File: src/rtl/lbuf_rmw_ctl_if.sv
// Line-buffer RMW controller bundle: two pixel
// requesters plus the single-port line-buffer RAM.
interface lbuf_rmw_ctl_if #(
  parameter int AW = 9
);
  logic          req0_valid;
  logic          req0_ready;
  logic [AW-1:0] req0_addr;
  logic [15:0]   req0_data;
  logic          req0_add;
  logic          req1_valid;
  logic          req1_ready;
  logic [AW-1:0] req1_addr;
  logic [15:0]   req1_data;
  logic          req1_add;
  logic [AW-1:0] ram_addr;
  logic          ram_rd;
  logic          ram_wr;
  logic [15:0]   ram_wdata;
  logic [15:0]   ram_rdata;
  logic          busy;

  modport master (
    output req0_valid, req0_addr, req0_data, req0_add,
    output req1_valid, req1_addr, req1_data, req1_add,
    output ram_rdata,
    input  req0_ready, req1_ready,
    input  ram_addr, ram_rd, ram_wr, ram_wdata, busy
  );

  modport slave (
    input  req0_valid, req0_addr, req0_data, req0_add,
    input  req1_valid, req1_addr, req1_data, req1_add,
    input  ram_rdata,
    output req0_ready, req1_ready,
    output ram_addr, ram_rd, ram_wr, ram_wdata, busy
  );
endinterface

File: src/rtl/lbuf_rmw_ctl.sv
// Line-buffer write arbiter with per-field saturating
// CRY read-modify-write for additive pixels.
module lbuf_rmw_ctl #(
  parameter int AW = 9
) (
  input  logic         sys_clk,
  input  logic         resetl,
  lbuf_rmw_ctl_if.slave bus
);

  typedef enum logic [1:0] {
    IDLE, READ, WAIT, WRITE
  } state_t;

  state_t        r_state;
  logic          r_ptr;
  logic          r_seen;
  logic [AW-1:0] r_addr;
  logic [15:0]   r_data;
  logic          r_rd;
  logic          r_wr;
  logic [15:0]   r_wdata;
  logic          r_busy;

  logic          w_v0;
  logic          w_v1;
  logic          w_pick1;
  logic          w_idle;
  logic          w_acc;
  logic [AW-1:0] w_addr;
  logic [15:0]   w_data;
  logic          w_add;
  logic [15:0]   w_sum;

  function automatic logic [3:0] sat4(
    input logic [3:0] a,
    input logic [3:0] d
  );
    logic [4:0] t;
    t = {1'b0, a} + {1'b0, d};
    return (t[4] != d[3]) ? {4{t[4]}} : t[3:0];
  endfunction

  function automatic logic [7:0] sat8(
    input logic [7:0] a,
    input logic [7:0] d
  );
    logic [8:0] t;
    t = {1'b0, a} + {1'b0, d};
    return (t[8] != d[7]) ? {8{t[8]}} : t[7:0];
  endfunction

  assign w_v0   = bus.req0_valid;
  assign w_v1   = bus.req1_valid;
  assign w_idle = (r_state == IDLE);
  assign w_acc  = w_idle & (w_v0 | w_v1);

  // On a tie, requester 1 wins only if requester 0 won last
  assign w_pick1 = (w_v0 & w_v1) ? (r_seen & ~r_ptr) : w_v1;

  assign bus.req0_ready = resetl & w_idle & w_v0 & ~w_pick1;
  assign bus.req1_ready = resetl & w_idle & w_v1 & w_pick1;

  assign w_addr = w_pick1 ? bus.req1_addr : bus.req0_addr;
  assign w_data = w_pick1 ? bus.req1_data : bus.req0_data;
  assign w_add  = w_pick1 ? bus.req1_add  : bus.req0_add;

  assign w_sum = {
    sat4(bus.ram_rdata[15:12], r_data[15:12]),
    sat4(bus.ram_rdata[11:8],  r_data[11:8]),
    sat8(bus.ram_rdata[7:0],   r_data[7:0])
  };

  always_ff @(posedge sys_clk or negedge resetl) begin
    if (!resetl) begin
      r_state <= IDLE;
      r_ptr   <= 1'b0;
      r_seen  <= 1'b0;
      r_addr  <= '0;
      r_data  <= '0;
      r_rd    <= 1'b0;
      r_wr    <= 1'b0;
      r_wdata <= '0;
      r_busy  <= 1'b0;
    end else begin
      unique case (r_state)
        IDLE: begin
          if (w_acc) begin
            r_addr <= w_addr;
            r_data <= w_data;
            r_ptr  <= w_pick1;
            r_seen <= 1'b1;
            r_busy <= 1'b1;
            if (w_add) begin
              r_rd    <= 1'b1;
              r_state <= READ;
            end else begin
              r_wr    <= 1'b1;
              r_wdata <= w_data;
              r_state <= WRITE;
            end
          end
        end
        READ: begin
          r_rd    <= 1'b0;
          r_state <= WAIT;
        end
        WAIT: begin
          r_wr    <= 1'b1;
          r_wdata <= w_sum;
          r_state <= WRITE;
        end
        WRITE: begin
          r_wr    <= 1'b0;
          r_busy  <= 1'b0;
          r_state <= IDLE;
        end
      endcase
    end
  end

  assign bus.ram_addr  = r_addr;
  assign bus.ram_rd    = r_rd;
  assign bus.ram_wr    = r_wr;
  assign bus.ram_wdata = r_wdata;
  assign bus.busy      = r_busy;

endmodule
File: src/flat_wrapper.sv
// flat-port wrapper written by rule: the top's interface ports become plain ports
module lbuf_rmw_ctl_flat 
#(
  parameter int AW = 9
)
  (sys_clk, resetl, bus_req0_valid, bus_req0_addr, bus_req0_data, bus_req0_add, bus_req1_valid, bus_req1_addr, bus_req1_data, bus_req1_add, bus_ram_rdata, bus_req0_ready, bus_req1_ready, bus_ram_addr, bus_ram_rd, bus_ram_wr, bus_ram_wdata, bus_busy);
  lbuf_rmw_ctl_if #(.AW(AW)) bus_i ();
  input  logic sys_clk;
  input  logic resetl;
  input wire logic [$bits(bus_i.req0_valid)-1:0] bus_req0_valid;
  input wire logic [$bits(bus_i.req0_addr)-1:0] bus_req0_addr;
  input wire logic [$bits(bus_i.req0_data)-1:0] bus_req0_data;
  input wire logic [$bits(bus_i.req0_add)-1:0] bus_req0_add;
  input wire logic [$bits(bus_i.req1_valid)-1:0] bus_req1_valid;
  input wire logic [$bits(bus_i.req1_addr)-1:0] bus_req1_addr;
  input wire logic [$bits(bus_i.req1_data)-1:0] bus_req1_data;
  input wire logic [$bits(bus_i.req1_add)-1:0] bus_req1_add;
  input wire logic [$bits(bus_i.ram_rdata)-1:0] bus_ram_rdata;
  output wire logic [$bits(bus_i.req0_ready)-1:0] bus_req0_ready;
  output wire logic [$bits(bus_i.req1_ready)-1:0] bus_req1_ready;
  output wire logic [$bits(bus_i.ram_addr)-1:0] bus_ram_addr;
  output wire logic [$bits(bus_i.ram_rd)-1:0] bus_ram_rd;
  output wire logic [$bits(bus_i.ram_wr)-1:0] bus_ram_wr;
  output wire logic [$bits(bus_i.ram_wdata)-1:0] bus_ram_wdata;
  output wire logic [$bits(bus_i.busy)-1:0] bus_busy;
  assign bus_i.req0_valid = bus_req0_valid;
  assign bus_i.req0_addr = bus_req0_addr;
  assign bus_i.req0_data = bus_req0_data;
  assign bus_i.req0_add = bus_req0_add;
  assign bus_i.req1_valid = bus_req1_valid;
  assign bus_i.req1_addr = bus_req1_addr;
  assign bus_i.req1_data = bus_req1_data;
  assign bus_i.req1_add = bus_req1_add;
  assign bus_i.ram_rdata = bus_ram_rdata;
  assign bus_req0_ready = bus_i.req0_ready;
  assign bus_req1_ready = bus_i.req1_ready;
  assign bus_ram_addr = bus_i.ram_addr;
  assign bus_ram_rd = bus_i.ram_rd;
  assign bus_ram_wr = bus_i.ram_wr;
  assign bus_ram_wdata = bus_i.ram_wdata;
  assign bus_busy = bus_i.busy;
  lbuf_rmw_ctl #(.AW(AW)) u_core (.sys_clk(sys_clk), .resetl(resetl), .bus(bus_i));
endmodule
File: config.mk
export PLATFORM = sky130hd
export DESIGN_NAME = lbuf_rmw_ctl_flat
export DESIGN_NICKNAME = d
export VERILOG_FILES = /design/src/rtl/lbuf_rmw_ctl_if.sv /design/src/rtl/lbuf_rmw_ctl.sv /design/src/flat_wrapper.sv
export SDC_FILE = /design/constraint.sdc
export NUM_CORES = 1
export LEC_CHECK = 0
export ABC_AREA = 1
export CORE_UTILIZATION = 43
export CTS_CLUSTER_DIAMETER = 120
export DETAILED_ROUTE_END_ITERATION = 7
export HOLD_SLACK_MARGIN = 0.1
export PLACE_DENSITY = 0.83
export SKIP_LAST_GASP = 1
export SLEW_MARGIN = 20
export SYNTH_ARGS = -nofsm -noshare
export SYNTH_HDL_FRONTEND = slang
export SYNTH_SLANG_ARGS = --single-unit
File: constraint.sdc
create_clock -name sys_clk -period 1.61 [get_ports sys_clk]
set_input_delay 0.322 -clock sys_clk [delete_from_list [all_inputs] [get_ports sys_clk]]
set_output_delay 0.322 -clock sys_clk [all_outputs]
set_load 0.02 [all_outputs]
==> results.py, run 1 <==
metrics = {
    "grt": {
        "grt_use_total": 0.2347,
        "antenna_found_initial": 0,
        "grt_pass1_vias": 3231,
        "grt_start_max_net_pins": 49,
        "grt_pass1_wl_um": 14320,
        "gr-total-overflow": 0,
    },
    "clock_tree": {
        "root_buffer": "clkbuf_8",
        "clk_pin_slew_ps": 90,
        "cts.htree.levels": 2,
        "cts_buffers": 5,
        "worst_skew_pair.late_latency_ps": 300,
        "cts_buffer_depth": 2,
        "cts_num_sinks": 48,
        "cts_tree": "built",
    },
    "finish": {
        "stdcell_area_um2": 5170,
        "nets": 695,
        "multi_input_area_um2": 1981,
        "num-fill-cells": 585,
        "area_delta_synth_final_pct": 58.74,
        "drive_above_1_share": 0.2337,
        "diodes": 0,
        "layout.area.seq_um2": 1201,
    },
    "timing": {
        "holdWs_ps": 147.3,
        "slew_headroom": 0.5934,
        "setup_viol": 14,
        "fmax_ghz": 0.5597,
        "fin_ws_ps": -176.7,
        "clock_skew_ps": 2.770,
        "drv_slew": 0,
        "max_slew.worst_pin.slew_ps": 609.9,
        "rsz0062_at_grt": "yes",
        "period_minus_slack_ps": 1787,
        "fin_crit_sh": 1.110,
        "hold_viol": 0,
    },
    "critical_path": {
        "cp-end-kind": "flip-flop",
        "rrSetupSlack_ps": -180,
        "path_common_cell": "nand2_1",
        "worstPathArrival_ps": 1990,
        "cpPeakStageDelay_ps": 430,
        "reg2reg_from": "u_core.r_data[0]$_DFFE_PN0P_",
        "crit_buf_inv": 1,
        "rr_worst_depth": 11,
        "cp_max_fo": 4,
        "cp_cell_sequence": "ha_4 > fa_2 > nand3_2 > nand2_2 > nand2_4 > nand3_4 > buf_4 > nand3_1 > nand2_1 > nand2_1 > nand2_1",
        "slowest_stage": "dfrtp_1",
        "critPathKind": "reg -> reg",
        "crit_family": "simple AND/OR/NAND/NOR gates",
        "crit_required_ps": 1810,
        "crit_path_start_kind": "flip-flop",
        "r2r_end": "u_core.bus.ram_wdata[0]$_DFFE_PN0P_",
    },
    "route": {
        "avgRoutedWirePerCell_um": 13.65,
        "drtAntennaViolNets": 0,
        "drc": 0,
        "dr.pass1.iters": 4,
        "wl_um": 9526,
        "vias": 3479,
        "first_iter_violations": 146,
        "vias_per_cell": 4.984,
    },
    "status": {
        "status": "finished, violations left",
        "violations": "negative setup slack",
    },
    "place": {
        "placed_cell_area_um2": 4631,
        "io_buffers": 101,
        "gp_congestion": 0.8887,
        "dp_hpwl_um": 6804,
    },
    "power_and_ir_drop": {
        "ir_worst_vdd_mv": 0.8426,
        "p_clk_frac": 0.075,
        "power.internal_w": 0.005032,
        "p_seq_frac": 0.235,
        "combPwrFrac": 0.691,
        "p_sw_w": 0.004448,
        "total_power_w": 0.009480,
        "leakage_nw": 2.759,
        "switching_share": 0.4692,
        "power.density_nw_per_um2": 1834,
    },
    "yosys": {
        "synth_cell_types": 33,
        "syn_inst": 451,
        "netlist_area_um2": 3257,
        "ys.warnings.count": 0,
        "async_flop_share": 1.000,
        "synth_flop_cell": "dfrtp_1",
        "syn_nets": 547,
        "synth-seq-cells": 48,
        "syn_avg_cell_area_um2": 7.221,
        "synth_edf_count": 0,
        "yosysSeqAreaShare": 0.3688,
    },
    "floorplanning": {
        "ios": 102,
        "fp.dieW_um": 89.03,
        "rows": 31,
        "die_h_um": 89.03,
        "die_area_um2": 7926,
        "coreArea_um2": 7292,
        "start_util": 0.4466,
    },
    "hold_path": {
        "hp-class": "in -> async",
    },
    "flow_run": {
        "cap_violations": 0,
    },
}
==> area by class of cell <==
class                           instances  share of cell area
Inverter                               58             0.04332
Sequential cell                        48              0.2323
Timing Repair Buffer                  156              0.3015
Clock buffer                            5             0.01331
Multi-Input combinational cell        330              0.3831
Clock inverter                          2            0.002420
Tap cell                               99             0.02396
==> cells in the mapped netlist (4+ instances only) <==
cell type	n	area share
a21oi_1	30	0.046
a31oi_1	4	0.0077
buf_2	4	0.0061
buf_4	4	0.0092
buf_6	4	0.014
dfrtp_1	48	0.37
ha_1	21	0.081
inv_1	53	0.061
inv_2	5	0.0058
nand2_1	158	0.18
nand2_2	5	0.0096
nand3_1	22	0.034
nor2_1	31	0.036
o21ai_0	18	0.028
o21ai_1	12	0.018
xor2_1	4	0.011
==> cell families after synthesis <==
logic type / after synthesis / share of synthesized area
adders and majority gates: 24 / 0.09912
DFF: 48 / 0.3688
AOI/OAI and AO/OA: 76 / 0.1310
and+or+nand+nor: 226 / 0.2908
xor gates and xnor gates: 4 / 0.01076
buffers and inverters: 73 / 0.09950
==> routing by layer <==
layer  wire length [um]  track usage
met5                  0            0
met4                 79      0.04906
met3                595      0.05355
met2               4995       0.4301
met1               3856       0.2822
==> power by group through the flow <==
stage | sequential (W) | clock [W] | combinational, W
2_1_floorplan | 0.00260 | 0 | 0.00318
3_3_place_gp | 0.00220 | 0 | 0.00559
3_5_place_dp | 0.00223 | 0 | 0.00578
4_1_cts | 0.00221 | 0.000715 | 0.00591
5_1_grt | 0.00228 | 0.000761 | 0.00729
6_report | 0.00222 | 0.000709 | 0.00655
==> layout by cell type (no fill, tap or decap), types with 4 or more instances in the layout <==
master / count
dlymetal6s2s_1: 20
clkbuf_8: 5
nand2_4: 6
a21oi_2: 16
buf_4: 44
inv_2: 9
clkdlybuf4s50_1: 66
nand3_2: 5
nor2_1: 27
nand3_1: 17
dlygate4sd2_1: 12
dfrtp_1: 48
o21ai_1: 13
buf_12: 5
nand3_4: 4
nand2_1: 144
inv_1: 47
a21oi_1: 16
a31oi_1: 4
nand2_2: 14
ha_1: 16
buf_6: 6
o21ai_0: 16
==> worst max path at each step <==
stage / start / endpoint / slack [ps] / depth (start not counted)
after floorplan: u_core.r_data[0]$_DFFE_PN0P_ / u_core.bus.ram_wdata[2]$_DFFE_PN0P_ / -10 / 12
after global placement: bus_ram_rdata[8] / u_core.bus.ram_wdata[10]$_DFFE_PN0P_ / -460 / 10
after detailed placement: bus_ram_rdata[12] / u_core.bus.ram_wdata[12]$_DFFE_PN0P_ / -490 / 9
after CTS: u_core.r_data[0]$_DFFE_PN0P_ / u_core.bus.ram_wdata[2]$_DFFE_PN0P_ / -160 / 12
after global routing: u_core.r_data[0]$_DFFE_PN0P_ / u_core.bus.ram_wdata[6]$_DFFE_PN0P_ / -270 / 12
final: u_core.r_data[0]$_DFFE_PN0P_ / u_core.bus.ram_wdata[0]$_DFFE_PN0P_ / -180 / 11
==> state kept, by name, indices dropped and copies added, names as in the netlist <==
| register | cells |
|---|---|
| u_core.bus.ram_addr | 9 |
| u_core.r_state | 2 |
| u_core.bus.ram_wdata | 16 |
| u_core.r_seen | 1 |
| u_core.r_ptr | 1 |
| u_core.bus.ram_rd | 1 |
| u_core.r_data | 16 |
| u_core.bus.ram_wr | 1 |
| u_core.bus.busy | 1 |
==> worst reg2reg max path, cell delays in order (launching register included) <==
cell and delay [ps]:
dfrtp_1 430, ha_4 190, fa_2 350, nand3_2 90, nand2_2 80, nand2_4 80
nand3_4 80, buf_4 150, nand3_1 70, nand2_1 70, nand2_1 50, nand2_1 50
==> stage by stage <==
step | utilization | instances | setup TNS (ps) | worst slack [ps]
after CTS | 0.6551 | 687 | -1390 | -163.4
after global routing | 0.7090 | 698 | -3015 | -269.4
final | 0.7090 | 698 | -1389 | -176.7
after global placement | 0.6350 | 677 | -13030 | -457.7
after detailed placement | 0.6350 | 677 | -14940 | -490.1
after floorplan | - | 451 | -27.99 | -9.957
==> repair_timing <==
item,4_1_cts,5_1_grt
hold buffers,0,0
buffers inserted,3,10
gates cloned,0,1
endpoints found under the setup margin,38,53
resized for setup,41,76
pin swaps,25,30
No activity file was read; power rests on OpenSTA's default activity.
==> inputs of run 2 (changes only) <==
--- a/config.mk
+++ b/config.mk
@@ -10,7 +10,7 @@
 export CTS_CLUSTER_DIAMETER = 120
 export DETAILED_ROUTE_END_ITERATION = 7
 export HOLD_SLACK_MARGIN = 0.1
-export PLACE_DENSITY = 0.83
+export PLACE_DENSITY = 0.78
 export SKIP_LAST_GASP = 1
 export SLEW_MARGIN = 20
 export SYNTH_ARGS = -nofsm -noshare
==> results.py, run 2 (synthesis results as in run 1) <==
metrics = {
    "status": {
        "status": "finished, violations left",
        "violations": "negative setup slack",
    },
    "timing": {
        "slew_headroom": 0.5868,
        "fin_crit_sh": 1.084,
        "holdWs_ps": 185.5,
        "drv_slew": 0,
        "rsz0062_at_grt": "yes",
        "hold_viol": 0,
        "fin_ws_ps": -135.3,
        "fmax_ghz": 0.5730,
        "clock_skew_ps": 1.808,
        "setup_viol": 13,
        "period_minus_slack_ps": 1745,
        "max_slew.worst_pin.slew_ps": 619.8,
    },
    "clock_tree": {
        "hold_buffers": 0,
        "cts_num_sinks": 48,
        "cts.htree.levels": 2,
        "cts_tree": "built",
        "root_buffer": "clkbuf_8",
        "cts_buffer_depth": 2,
        "cts_buffers": 5,
        "clk_pin_slew_ps": 80,
        "worst_skew_pair.late_latency_ps": 300,
    },
    "critical_path": {
        "crit_family": "adder cells",
        "crit_required_ps": 1840,
        "cp_cell_sequence": "ha_2 > fa_2 > nand3_2 > buf_4 > buf_4 > nand3_1 > nand2_1 > inv_1 > nand2_1 > nand2_1 > a21oi_2",
        "rrSetupSlack_ps": -140,
        "path_common_cell": "nand2_1",
        "cpPeakStageDelay_ps": 400,
        "worstPathArrival_ps": 1980,
        "cp_max_fo": 2,
        "cp-end-kind": "flip-flop",
        "r2r_end": "u_core.bus.ram_wdata[4]$_DFFE_PN0P_",
        "crit_path_start_kind": "flip-flop",
        "critPathKind": "reg -> reg",
        "slowest_stage": "dfrtp_1",
        "reg2reg_from": "u_core.r_data[0]$_DFFE_PN0P_",
        "rr_worst_depth": 11,
        "crit_buf_inv": 3,
    },
    "route": {
        "dr.pass1.iters": 4,
        "drc": 0,
        "first_iter_violations": 134,
        "vias_per_cell": 4.977,
        "vias": 3489,
        "drtAntennaViolNets": 0,
        "wl_um": 9830,
        "avgRoutedWirePerCell_um": 14.02,
    },
    "power_and_ir_drop": {
        "p_sw_w": 0.004506,
        "power.internal_w": 0.005190,
        "combPwrFrac": 0.699,
        "switching_share": 0.4648,
        "total_power_w": 0.009696,
        "p_seq_frac": 0.230,
        "p_clk_frac": 0.072,
        "ir_worst_vdd_mv": 0.8287,
        "leakage_nw": 2.728,
        "power.density_nw_per_um2": 1876,
    },
    "floorplanning": {
        "die_h_um": 89.03,
        "fp.dieW_um": 89.03,
        "coreArea_um2": 7292,
        "ios": 102,
        "start_util": 0.4466,
        "die_area_um2": 7926,
        "rows": 31,
    },
    "place": {
        "io_buffers": 101,
        "gp_congestion": 0.8551,
        "dp_hpwl_um": 6837,
        "placed_cell_area_um2": 4696,
    },
    "finish": {
        "stdcell_area_um2": 5167,
        "drive_above_1_share": 0.2243,
        "finish.utilization": 0.7086,
        "final_common_cell": "nand2_1",
        "nets": 698,
        "area_delta_synth_final_pct": 58.66,
        "diodes": 0,
        "most-common-layout-cells": "147 x nand2_1, 71 x clkdlybuf4s50_1, 48 x dfrtp_1",
    },
    "hold_path": {
        "hp-class": "in -> async",
    },
    "grt": {
        "grt_pass1_vias": 3264,
        "grt_start_max_net_pins": 49,
        "antenna_found_initial": 0,
        "grt_use_total": 0.2341,
        "grt_pass1_wl_um": 14260,
        "gr-total-overflow": 0,
    },
    "flow_run": {
        "cap_violations": 0,
    },
}
-- run 2: cell count changes in the layout (fill, tap and decap cells not counted), sizes merged --
cell           delta
buf               +2
clkbuf            +2
clkdlybuf4s50     +5
clkinvlp          -1
dlygate4sd2       -1
dlymetal6s2s      -4
-- run 2: worst max path at each step --
stage                                       from                                   end  slack [ps]  cells after the start
floorplan           u_core.r_data[0]$_DFFE_PN0P_   u_core.bus.ram_wdata[2]$_DFFE_PN0P_         -10                     12
global placement                bus_ram_rdata[8]  u_core.bus.ram_wdata[10]$_DFFE_PN0P_        -470                     10
detailed placement              bus_ram_rdata[0]   u_core.bus.ram_wdata[7]$_DFFE_PN0P_        -520                     13
CTS                 u_core.r_data[0]$_DFFE_PN0P_   u_core.bus.ram_wdata[7]$_DFFE_PN0P_        -130                     12
global route        u_core.r_data[0]$_DFFE_PN0P_   u_core.bus.ram_wdata[4]$_DFFE_PN0P_        -280                     11
finish              u_core.r_data[0]$_DFFE_PN0P_   u_core.bus.ram_wdata[4]$_DFFE_PN0P_        -140                     11
-- run 2: cell type report --
cell class | instances | area (um^2)
Clock buffer | 6 | 72.57
Clock inverter | 1 | 5.005
Fill cell | 595 | 2125
Inverter | 58 | 229.0
Multi-Input combinational cell | 330 | 1971
Sequential cell | 48 | 1201
Tap cell | 99 | 123.9
Timing Repair Buffer | 159 | 1565
-- run 2: through the flow --
step | cells | TNS [ps] | setup slack, ps
3_5_place_dp | 684 | -16780 | -524.5
4_1_cts | 695 | -1145 | -129.9
3_3_place_gp | 684 | -14350 | -470.2
2_1_floorplan | 451 | -27.99 | -9.957
5_1_grt | 701 | -2643 | -278.6
6_report | 701 | -1075 | -135.3
-- run 2: power groups by stage --
stage               combinational [W]  sequential, W  clock, W
floorplan                     0.00318        0.00260         0
global placement              0.00576        0.00222         0
detailed placement            0.00592        0.00222         0
CTS                           0.00607        0.00222  0.000705
global route                  0.00745        0.00229  0.000734
finish                        0.00677        0.00223  0.000694
-- run 2: routing by layer --
layer  global-route usage  vias up  wire length (um)
li1                     -     1730                 -
met1               0.2861     1632              4119
met2               0.4273      113              5032
met3              0.04063       14               557
met4              0.06061        0               120
met5                    0        -                 0
-- run 2: repair_timing --
action,in CTS,in global routing
setup endpoints to repair,39,56
setup buffers,4,4
resized for setup,40,70
hold endpoints to repair,0,0
gates cloned,0,2
pin swaps,23,19
==> inputs of run 3 (changes only) <==
--- a/config.mk
+++ b/config.mk
@@ -8,6 +8,7 @@
 export ABC_AREA = 1
 export CORE_UTILIZATION = 43
 export CTS_CLUSTER_DIAMETER = 120
+export CTS_CLUSTER_SIZE = 8
 export DETAILED_ROUTE_END_ITERATION = 7
 export HOLD_SLACK_MARGIN = 0.1
 export PLACE_DENSITY = 0.78
==> results of run 3 <==
Same layout as run 2: the final DEF is identical, and so are final timing and power.
